**src/rtl/lifo_stack_core.sv**
```systemverilog
// LIFO stack between the debounced push path and the pop pacing counter; pops land on a registered data_out one cycle later.
// No backpressure: rejected operations raise single-cycle overflow/underflow pulses instead of stalling.
module lifo_stack_core #(
  parameter  int DATA_WIDTH  = 4,
  parameter  int STACK_DEPTH = 16,
  localparam int CNT_W       = $clog2(STACK_DEPTH + 1)
) (
  input  logic                  clk,
  input  logic                  rst_edge,
  input  logic                  push_edge,
  input  logic [DATA_WIDTH-1:0] data_in,
  input  logic                  citaj,
  input  logic                  citajVise,
  output logic [DATA_WIDTH-1:0] data_out,
  output logic                  out_valid,
  output logic [DATA_WIDTH-1:0] top_data,
  output logic                  stack_empty,
  output logic                  stack_full,
  output logic [CNT_W-1:0]      count,
  output logic                  overflow,
  output logic                  underflow
);

  localparam int AW = $clog2(STACK_DEPTH);

  logic [DATA_WIDTH-1:0] mem [STACK_DEPTH];

  logic          pop;
  logic [AW-1:0] wr_idx;
  logic [AW-1:0] top_idx;
  logic [CNT_W-1:0] count_nxt;
  logic          mem_we;
  logic [AW-1:0] mem_waddr;
  logic          do_pop;
  logic          ovf_nxt;
  logic          unf_nxt;

  assign pop         = citaj | citajVise;
  assign wr_idx      = AW'(count);
  assign top_idx     = AW'(count - CNT_W'(1));
  assign stack_empty = (count == '0);
  assign stack_full  = (count == CNT_W'(STACK_DEPTH));
  assign top_data    = stack_empty ? '0 : mem[top_idx];

  always_comb begin
    count_nxt = count;
    mem_we    = 1'b0;
    mem_waddr = wr_idx;
    do_pop    = 1'b0;
    ovf_nxt   = 1'b0;
    unf_nxt   = 1'b0;
    case ({push_edge, pop})
      2'b10: begin
        if (stack_full) begin
          ovf_nxt = 1'b1;
        end else begin
          mem_we    = 1'b1;
          count_nxt = count + CNT_W'(1);
        end
      end
      2'b01: begin
        if (stack_empty) begin
          unf_nxt = 1'b1;
        end else begin
          do_pop    = 1'b1;
          count_nxt = count - CNT_W'(1);
        end
      end
      2'b11: begin
        // Replace-top keeps count, so a full stack never overflows here;
        // on an empty stack the pop half is rejected and the push proceeds.
        if (stack_empty) begin
          mem_we    = 1'b1;
          count_nxt = CNT_W'(1);
          unf_nxt   = 1'b1;
        end else begin
          mem_we    = 1'b1;
          mem_waddr = top_idx;
          do_pop    = 1'b1;
        end
      end
      default: ;
    endcase
  end

  always_ff @(posedge clk) begin
    if (mem_we) begin
      mem[mem_waddr] <= data_in;
    end
  end

  always_ff @(posedge clk or posedge rst_edge) begin
    if (rst_edge) begin
      count     <= '0;
      data_out  <= '0;
      out_valid <= 1'b0;
      overflow  <= 1'b0;
      underflow <= 1'b0;
    end else begin
      count     <= count_nxt;
      out_valid <= do_pop;
      overflow  <= ovf_nxt;
      underflow <= unf_nxt;
      if (do_pop) begin
        data_out <= mem[top_idx];
      end
    end
  end

endmodule

```
**config.mk**
```make
export PLATFORM = sky130hd
export DESIGN_NAME = lifo_stack_core
export DESIGN_NICKNAME = d
export VERILOG_FILES = /design/src/rtl/lifo_stack_core.sv
export SDC_FILE = /design/constraint.sdc
export NUM_CORES = 1
export LEC_CHECK = 0
export CAP_MARGIN = 20
export CORE_MARGIN = 2
export CORE_UTILIZATION = 40
export CTS_CLUSTER_DIAMETER = 40
export DETAILED_ROUTE_END_ITERATION = 8
export GPL_TIMING_DRIVEN = 0
export PLACE_DENSITY_LB_ADDON = 0.2
export SLEW_MARGIN = 20
export SYNTH_ARGS = -nofsm -noshare
export SYNTH_HDL_FRONTEND = slang
export SYNTH_SLANG_ARGS = --single-unit
```
**constraint.sdc**
```tcl
create_clock -name clk -period 2.7 [get_ports clk]
set_input_delay 0.405 -clock clk [delete_from_list [all_inputs] [get_ports clk]]
set_output_delay 0.405 -clock clk [all_outputs]
set_load 0.005 [all_outputs]
```
# Word level (Yosys, flattened, before mapping)
# Memory sizes are Yosys's and may differ from the RTL's.
# Index checks and enable logic that the tools add are counted.
# Widths: inputs -> output; s select.
[word_totals]
regBits = 12
mem_bits_rw = 64
input_bits = 9
memories = 1
[op_classes]
n_addsub = 2
eq_ne = 7
n_mux = 17
bitwise = 1
n_reduce_logical = 4
[memory_table]
columns = ["name", "words", "word_bits", "rd", "rd_clocked_by_memory_dff", "write_ports", "line", "source"]
rows = [
  ["mem", 16, 4, 1, 0, 1, "26", "logic [DATA_WIDTH-1:0] mem [STACK_DEPTH];"],
]
[op_table]
columns = ["op", "n"]
rows = [
  ["$mux 5", 3],
  ["$pmux 5 s3", 1],
  ["$mux 4", 3],
  ["$mux 1", 9],
  ["$ne 2x2->1 const B", 3],
  ["$add 5x1->5 const B", 1],
  ["$eq 5x5->1 const B", 1],
  ["$logic_not 5->1", 1],
  ["$sub 5x1->5 const B", 1],
  ["$eq 2x2->1 const B", 2],
  ["$reduce_and 4->1", 1],
  ["$reduce_bool 3->1", 1],
  ["$eq 2x1->1 const B", 1],
  ["$pmux 1 s2", 1],
  ["$reduce_or 2->1", 1],
  ["$or 1x1->1", 1],
]

# Longest topological paths before layout
# Gate-level depths: netlist of the first run.
[logic_depth]
word_depth = 5
ltp_mapped = 10

# Worst setup path before layout of the first run
# No wires, ideal clock.
[synth_timing]
kind = "register -> register"
startpoint = "reg count[0]"
endpoint = "mem mem[12][0] (enable)"
setup_time_ps = 329
arrival_time_ps = 2274
slack_ps = 97
path_stages_with_launch = 10
path_buffers = 3
synth_period_minus_slack_ps = 2603
path_cell_list = "dfrtp_1 > buf_6 > buf_2 > inv_1 > ha_1 > or4b_4 > buf_6 > a211oi_1 > o21ai_2 > nor2_1"
[synth_via]
elab_chain_len = 5
elab_cells_between_ends = 9
classes_between = "add/sub: 1; eq/ne: 1; mux: 6; reduce/logical: 1"
[synth_lines]
columns = ["item", "line", "source"]
rows = [
  ["start, declared", "19", "output logic [CNT_W-1:0] count,"],
  ["start signal, assigned", "100", "count <= count_nxt;"],
  ["$eq 5x5->1", "42", "assign stack_full = (count == CNT_W'(STACK_DEPTH));"],
  ["$mux 1", "54", "if (stack_full) begin"],
  ["$pmux 1 s2", "52", "case ({push_edge, pop})"],
  ["$mux 1", "87", "if (mem_we) begin"],
  ["$mux 1 (implied by the code)", "88", "mem[mem_waddr] <= data_in;"],
  ["end, declared", "26", ""],
]
# Several ways; a longest one is shown, not always the timed one.

# Final worst setup path of the first run
[layout_timing]
startpoint = "reg count[0]"
endpoint = "reg count[0]"
[layout_via]
elab_chain_len = 3
elab_cells_between_ends = 11
classes_between = "add/sub: 2; eq/ne: 4; mux: 3; reduce/logical: 2"
[layout_lines]
columns = ["item", "line", "source"]
rows = [
  ["$sub 5x1->5, or another cell as far along", "66", "count_nxt = count - CNT_W'(1);"],
  ["$mux 5, or another cell as far along", "62", "if (stack_empty) begin"],
  ["$pmux 5 s3 or $reduce_and 4->1 (tied branches)", "--", ""],
]
# Several ways; a longest one is shown, not always the timed one. The select of a mux whose other input is x is not followed.
# A chain may end at the register's enable or synchronous reset.

==> results.toml, run 1 <==
[run_status]
outcome = "finished, violations left"
violations = "setup timing"

[synth]
synthFlopType = "edfxtp_1"
synth.area.top_cells = "edfxtp_1 53%, mux4_2 10%, dfrtp_1 8.3%"
syn_area_um2 = 3610
synth_edf_count = 64
ys_async_sr_fraction = 0.158
yosysWarnings = 0
synth_cell_types = 54
synth_top_area_frac = 0.532
post-synth-top-count-cell = "edfxtp_1"
ys_seq_area_frac = 0.615
synth.net_count = 258
synthTopCellsByCount = "64 x edfxtp_1, 23 x nor2_1, 17 x nand2_1"
synth_top_cell_by_area = "edfxtp_1"
synthCells = 246
synth_area_per_cell_um2 = 14.7
ys_ff_latch = 76

[cts]
clock_latency_ns = 0.35
cts_tree = "done"
cts_hold_buf = 0
clock-sinks = 76
root_buffer = "clkbuf_8"
cts_max_level = 3
ctsLongestPathBuffers = 2
path_clk_slew_ns = 0.09
numCtsBuffers = 9

[place]
place_ws_ns = -0.792
io_buffers = 26
dp_hpwl_um = 5460
dp_cells = 380
gp_congestion = 0.803

[timing]
min_period_ns = 2.95
post-route-period-util = 1.09
rsz0062_at_grt = "true"
hold_violations = 0
setup_viol = 6
whs_ns = 0.374
maxSlewViolCount = 0
worst_slew_pin_slew_ns = 0.628
skew_ns = 0.0121
setup_slack_ns = -0.251
timing.fmax_mhz = 339
final.setup.tns_ns = -0.951
maxSlewHeadroom = 0.577

[pwr]
power_density_nw_per_um2 = 1270
peakVddDrop_mv = 0.425
power_leakage_uw = 0.00172

[global_route]
track_usage = 0.189
grt_pass1_vias = 2584
antenna_found_initial = 0
grt_max_degree = 17
grt-ovfl-total = 0
grt_first_pass_wirelength_um = 14000

[layout]
fillers = 687
utilization = 0.567
diodes = 0
drive_gt1_frac = 0.474
nets = 338
finalNonFillerCells = 439
syn2layout_area_growth_pct = 36.8

[critical_path]
r2r_cells = 22
worstSetupEndpointType = "register"
startpoint_type = "register"
critPathKind = "register to register"
arrival_ns = 3.20
cp.required_ns = 2.95
worst-path-max-fanout = 2

[flow_run]
cap_violations = 0

[routing]
wl_um = 8820
drt-pass1-iter-count = 4
drtIter0Drc = 180
route.detailed.drc = 0
vias_per_cell = 5.61
antenna_left = 0
dr_total_vias = 2462
avgRoutedWirePerCell_um = 20.1

[die]
fp-row-count = 34
dieHeight_um = 99.0
ios = 27
dieArea_um2 = 9810
dieWidth_um = 99.0
start_util = 0.414
coreArea_um2 = 8720

[worst_hold_path]
hold_path_class = "input pin to asynchronous set/reset pin"
-- final cells by class --
| type | count | area (µm²) | share of cell area |
|---|---|---|---|
| Multi-Input combinational cell | 146 | 1500 | 0.303 |
| Sequential cell | 76 | 2220 | 0.449 |
| Timing Repair Buffer | 70 | 654 | 0.132 |
| Inverter | 6 | 32.5 | 0.00658 |
| Clock inverter | 7 | 80.1 | 0.0162 |
| Buffer | 17 | 199 | 0.0402 |
| Tap cell | 108 | 135 | 0.0273 |
| Clock buffer | 9 | 124 | 0.0251 |
-- flip-flops by register name (all words and copies together), names as in the netlist --
signal     flops
data_out       4
overflow       1
count          5
out_valid      1
underflow      1
mem           64
-- critical path: stages (launching register included) --
cell and delay (ns):
dfrtp_1 0.37, buf_6 0.12, buf_8 0.10, clkinvlp_4 0.08, buf_4 0.15, buf_6 0.10, buf_4 0.12, buf_4 0.12
buf_4 0.12, buf_4 0.13, buf_4 0.13, buf_4 0.13, buf_6 0.10, buf_6 0.10, buf_6 0.10, buf_6 0.10
buf_6 0.10, buf_6 0.10, buf_6 0.10, buf_6 0.10, buf_6 0.10, buf_6 0.10, a21o_1 0.17
-- power breakdown --
group	internal, µW	switching, µW
logic	2080	1750
clock network	442	471
registers	1460	74.2
-- stage by stage --
stage / cell area [µm²] / total power (µW)
after detailed placement: 4010 / 3870
after global placement: 4010 / 3860
final: 4940 / 6280
after floorplan: 3610 / 3050
after CTS: 4720 / 5780
after global routing: 4940 / 6600
-- kinds of logic after synthesis --
logic type / after synthesis / synth area share
compound gates: 46 / 0.101
mux: 21 / 0.118
buf+inv: 24 / 0.0478
fa+ha+maj: 3 / 0.0104
flops: 76 / 0.615
simple gates: 74 / 0.103
xor+xnor: 2 / 0.00485
-- repair_timing --
| item | in CTS | in global routing |
|---|---|---|
| gates cloned | 0 | 0 |
| endpoints found under the setup margin | 74 | 73 |
| gates resized for setup | 81 | 46 |
| pin swaps | 8 | 7 |
| buffers inserted | 46 | 11 |
| endpoints found under the hold margin | 0 | 0 |
-- final timing paths --
kind	from	slack, ns	end
worst max-delay path	count[0]	-0.25	count[0]
worst min-delay path	rst_edge	0.37	count[0]
worst max register to register	count[0]	-0.25	count[0]
worst min register to register	data_out[1]	0.51	data_out[1]
max in group asynchronous	rst_edge	2.01	count[3]
min in group clk	data_out[1]	0.51	data_out[1]
-- layer usage --
layer | GRT usage | up-vias | routed length [µm]
met5 | 0 | - | 0
met4 | 0.0653 | 0 | 269
met3 | 0.0560 | 25 | 517
met2 | 0.310 | 90 | 4350
met1 | 0.240 | 1217 | 3690
li1 | - | 1130 | -
-- cells in the final DEF, fill, tap and decap left out, types with 4 or more instances in the layout --
cell type,synthesis,layout
and3_1,5,5
nand2_1,17,17
clkdlybuf4s50_1,0,21
edfxtp_1,64,64
nor2_1,23,7
nor3_2,0,4
o21ai_2,4,5
mux4_2,16,16
buf_6,3,22
buf_4,1,28
dfrtp_1,12,12
nor3_1,8,4
nand3_1,6,6
nor2_4,0,16
clkbuf_8,4,11
a211oi_2,0,5
buf_2,3,4
Power figures use the tool's default switching activity.
==> inputs of run 2 (changes only) <==
--- a/config.mk
+++ b/config.mk
@@ -6,12 +6,13 @@
 export NUM_CORES = 1
 export LEC_CHECK = 0
 export CAP_MARGIN = 20
-export CORE_MARGIN = 2
+export CELL_PAD_IN_SITES_DETAIL_PLACEMENT = 0
+export CELL_PAD_IN_SITES_GLOBAL_PLACEMENT = 1
 export CORE_UTILIZATION = 40
 export CTS_CLUSTER_DIAMETER = 40
 export DETAILED_ROUTE_END_ITERATION = 8
 export GPL_TIMING_DRIVEN = 0
-export PLACE_DENSITY_LB_ADDON = 0.2
+export PLACE_DENSITY_LB_ADDON = 0.1
 export SLEW_MARGIN = 20
 export SYNTH_ARGS = -nofsm -noshare
 export SYNTH_HDL_FRONTEND = slang
==> results.toml, run 2 (synthesis gave the netlist of run 1 again) <==
[layout]
syn2layout_area_growth_pct = 31.3
diodes = 0
drive_gt1_frac = 0.432
final_cell_mix = "64 x edfxtp_1, 21 x clkdlybuf4s50_1, 20 x buf_4"
final_common_cell = "edfxtp_1"
largest_reg_flops = 64
largest-register = "mem"
top_regs = "mem x64, count x5, data_out x4"
final_area_um2 = 4740
nets = 317

[critical_path]
worst-path-max-fanout = 3
cp.required_ns = 2.30
critPathKind = "register to output pin"
r2r_cells = 9
r2r-end = "mem[1][1]"
rr_startpoint = "count[0]"
worstSetupEndpointType = "output pin"
startpoint_type = "register"
arrival_ns = 2.39
rrSetupSlack_ns = 0.05

[timing]
worst_slew_pin_slew_ns = 0.644
setup_viol = 4
whs_ns = 0.370
rsz0062_at_grt = "true"
hold_violations = 0
skew_ns = 0.00953
min_period_ns = 2.80
maxSlewViolCount = 0
setup_slack_ns = -0.0979
maxSlewHeadroom = 0.566
timing.fmax_mhz = 357
final.setup.tns_ns = -0.315
post-route-period-util = 1.04

[global_route]
grt_first_pass_wirelength_um = 13200
grt_max_degree = 17
grt_pass1_vias = 2400
track_usage = 0.187
grt-ovfl-total = 0
antenna_found_initial = 0

[place]
place_area_um2 = 4010
place_ws_ns = -0.851
dp_hpwl_um = 5640
gp_congestion = 0.807
io_buffers = 26

[routing]
vias_per_cell = 5.55
dr_total_vias = 2319
drtIter0Drc = 96
wl_um = 8180
avgRoutedWirePerCell_um = 19.6
antenna_left = 0
route.detailed.drc = 0
drt-pass1-iter-count = 4

[run_status]
outcome = "finished, violations left"
violations = "setup timing"

[cts]
path_clk_slew_ns = 0.09
clock_latency_ns = 0.34
cts_tree = "done"
cts_hold_buf = 0
numCtsBuffers = 9
cts_max_level = 3
root_buffer = "clkbuf_8"
ctsLongestPathBuffers = 2
clock-sinks = 76

[die]
fp-row-count = 34
dieArea_um2 = 9420
coreArea_um2 = 8720
ios = 27
start_util = 0.414
dieWidth_um = 97.0
dieHeight_um = 97.0

[pwr]
power_leakage_uw = 0.00162
power_uw = 5830
power_density_nw_per_um2 = 1230
peakVddDrop_mv = 0.364

[worst_hold_path]
hold_path_class = "input pin to asynchronous set/reset pin"

[flow_run]
cap_violations = 0
==> run 2: what timing repair did <==
item | CTS | global route
pin swaps | 12 | 9
setup buffers | 22 | 3
gates resized for setup | 74 | 33
endpoints found under the setup margin | 74 | 69
==> run 2: worst max path at each step <==
stage / startpoint / end / slack (ns) / cells past startpoint
after floorplan: count[0] / mem[12][0] / 0.1 / 9
after global placement: count[0] / top_data[0] / -0.86 / 10
after detailed placement: count[0] / top_data[0] / -0.85 / 10
after CTS: count[0] / top_data[2] / -0.1 / 10
after global routing: count[0] / top_data[1] / -0.18 / 10
final: count[0] / top_data[0] / -0.1 / 10
==> run 2: worst max-delay path, stage by stage, from the launching register on <==
cell and delay, ns:
dfrtp_1 0.38, buf_6 0.13, buf_8 0.10, clkinvlp_4 0.10, ha_4 0.30, buf_4 0.12, mux4_2 0.34, and3_4 0.20
nor3_2 0.18, a211oi_2 0.06, buf_2 0.13
==> run 2: routing by layer <==
layer,vias up,wire (µm),GRT usage
met5,-,0,0
met4,0,233,0.0907
met3,22,295,0.0361
met2,53,4070,0.303
met1,1151,3580,0.242
li1,1093,-,-
==> run 2: per-stage QoR <==
stage               utilization  std cells
finish                    0.544        418
global route              0.544        418
CTS                       0.529        417
detailed placement        0.460        380
global placement          0.460        380
floorplan                     -        246
==> run 2: power by group <==
group          switching [µW]  internal, µW
Combinational            1590          1800
Sequential               67.5          1460
Clock                     466           442
Total                    2130          3700
==> run 2: final cells by class <==
cell class / count / area, µm²
inverters: 6 / 32.5
clock buffers: 9 / 124
fillers: 725 / 3980
plain buffers: 18 / 233
flip-flops and latches: 76 / 2220
multi-input cells: 146 / 1490
well taps: 108 / 135
repair buffers: 48 / 424
clock inverters: 7 / 80.1
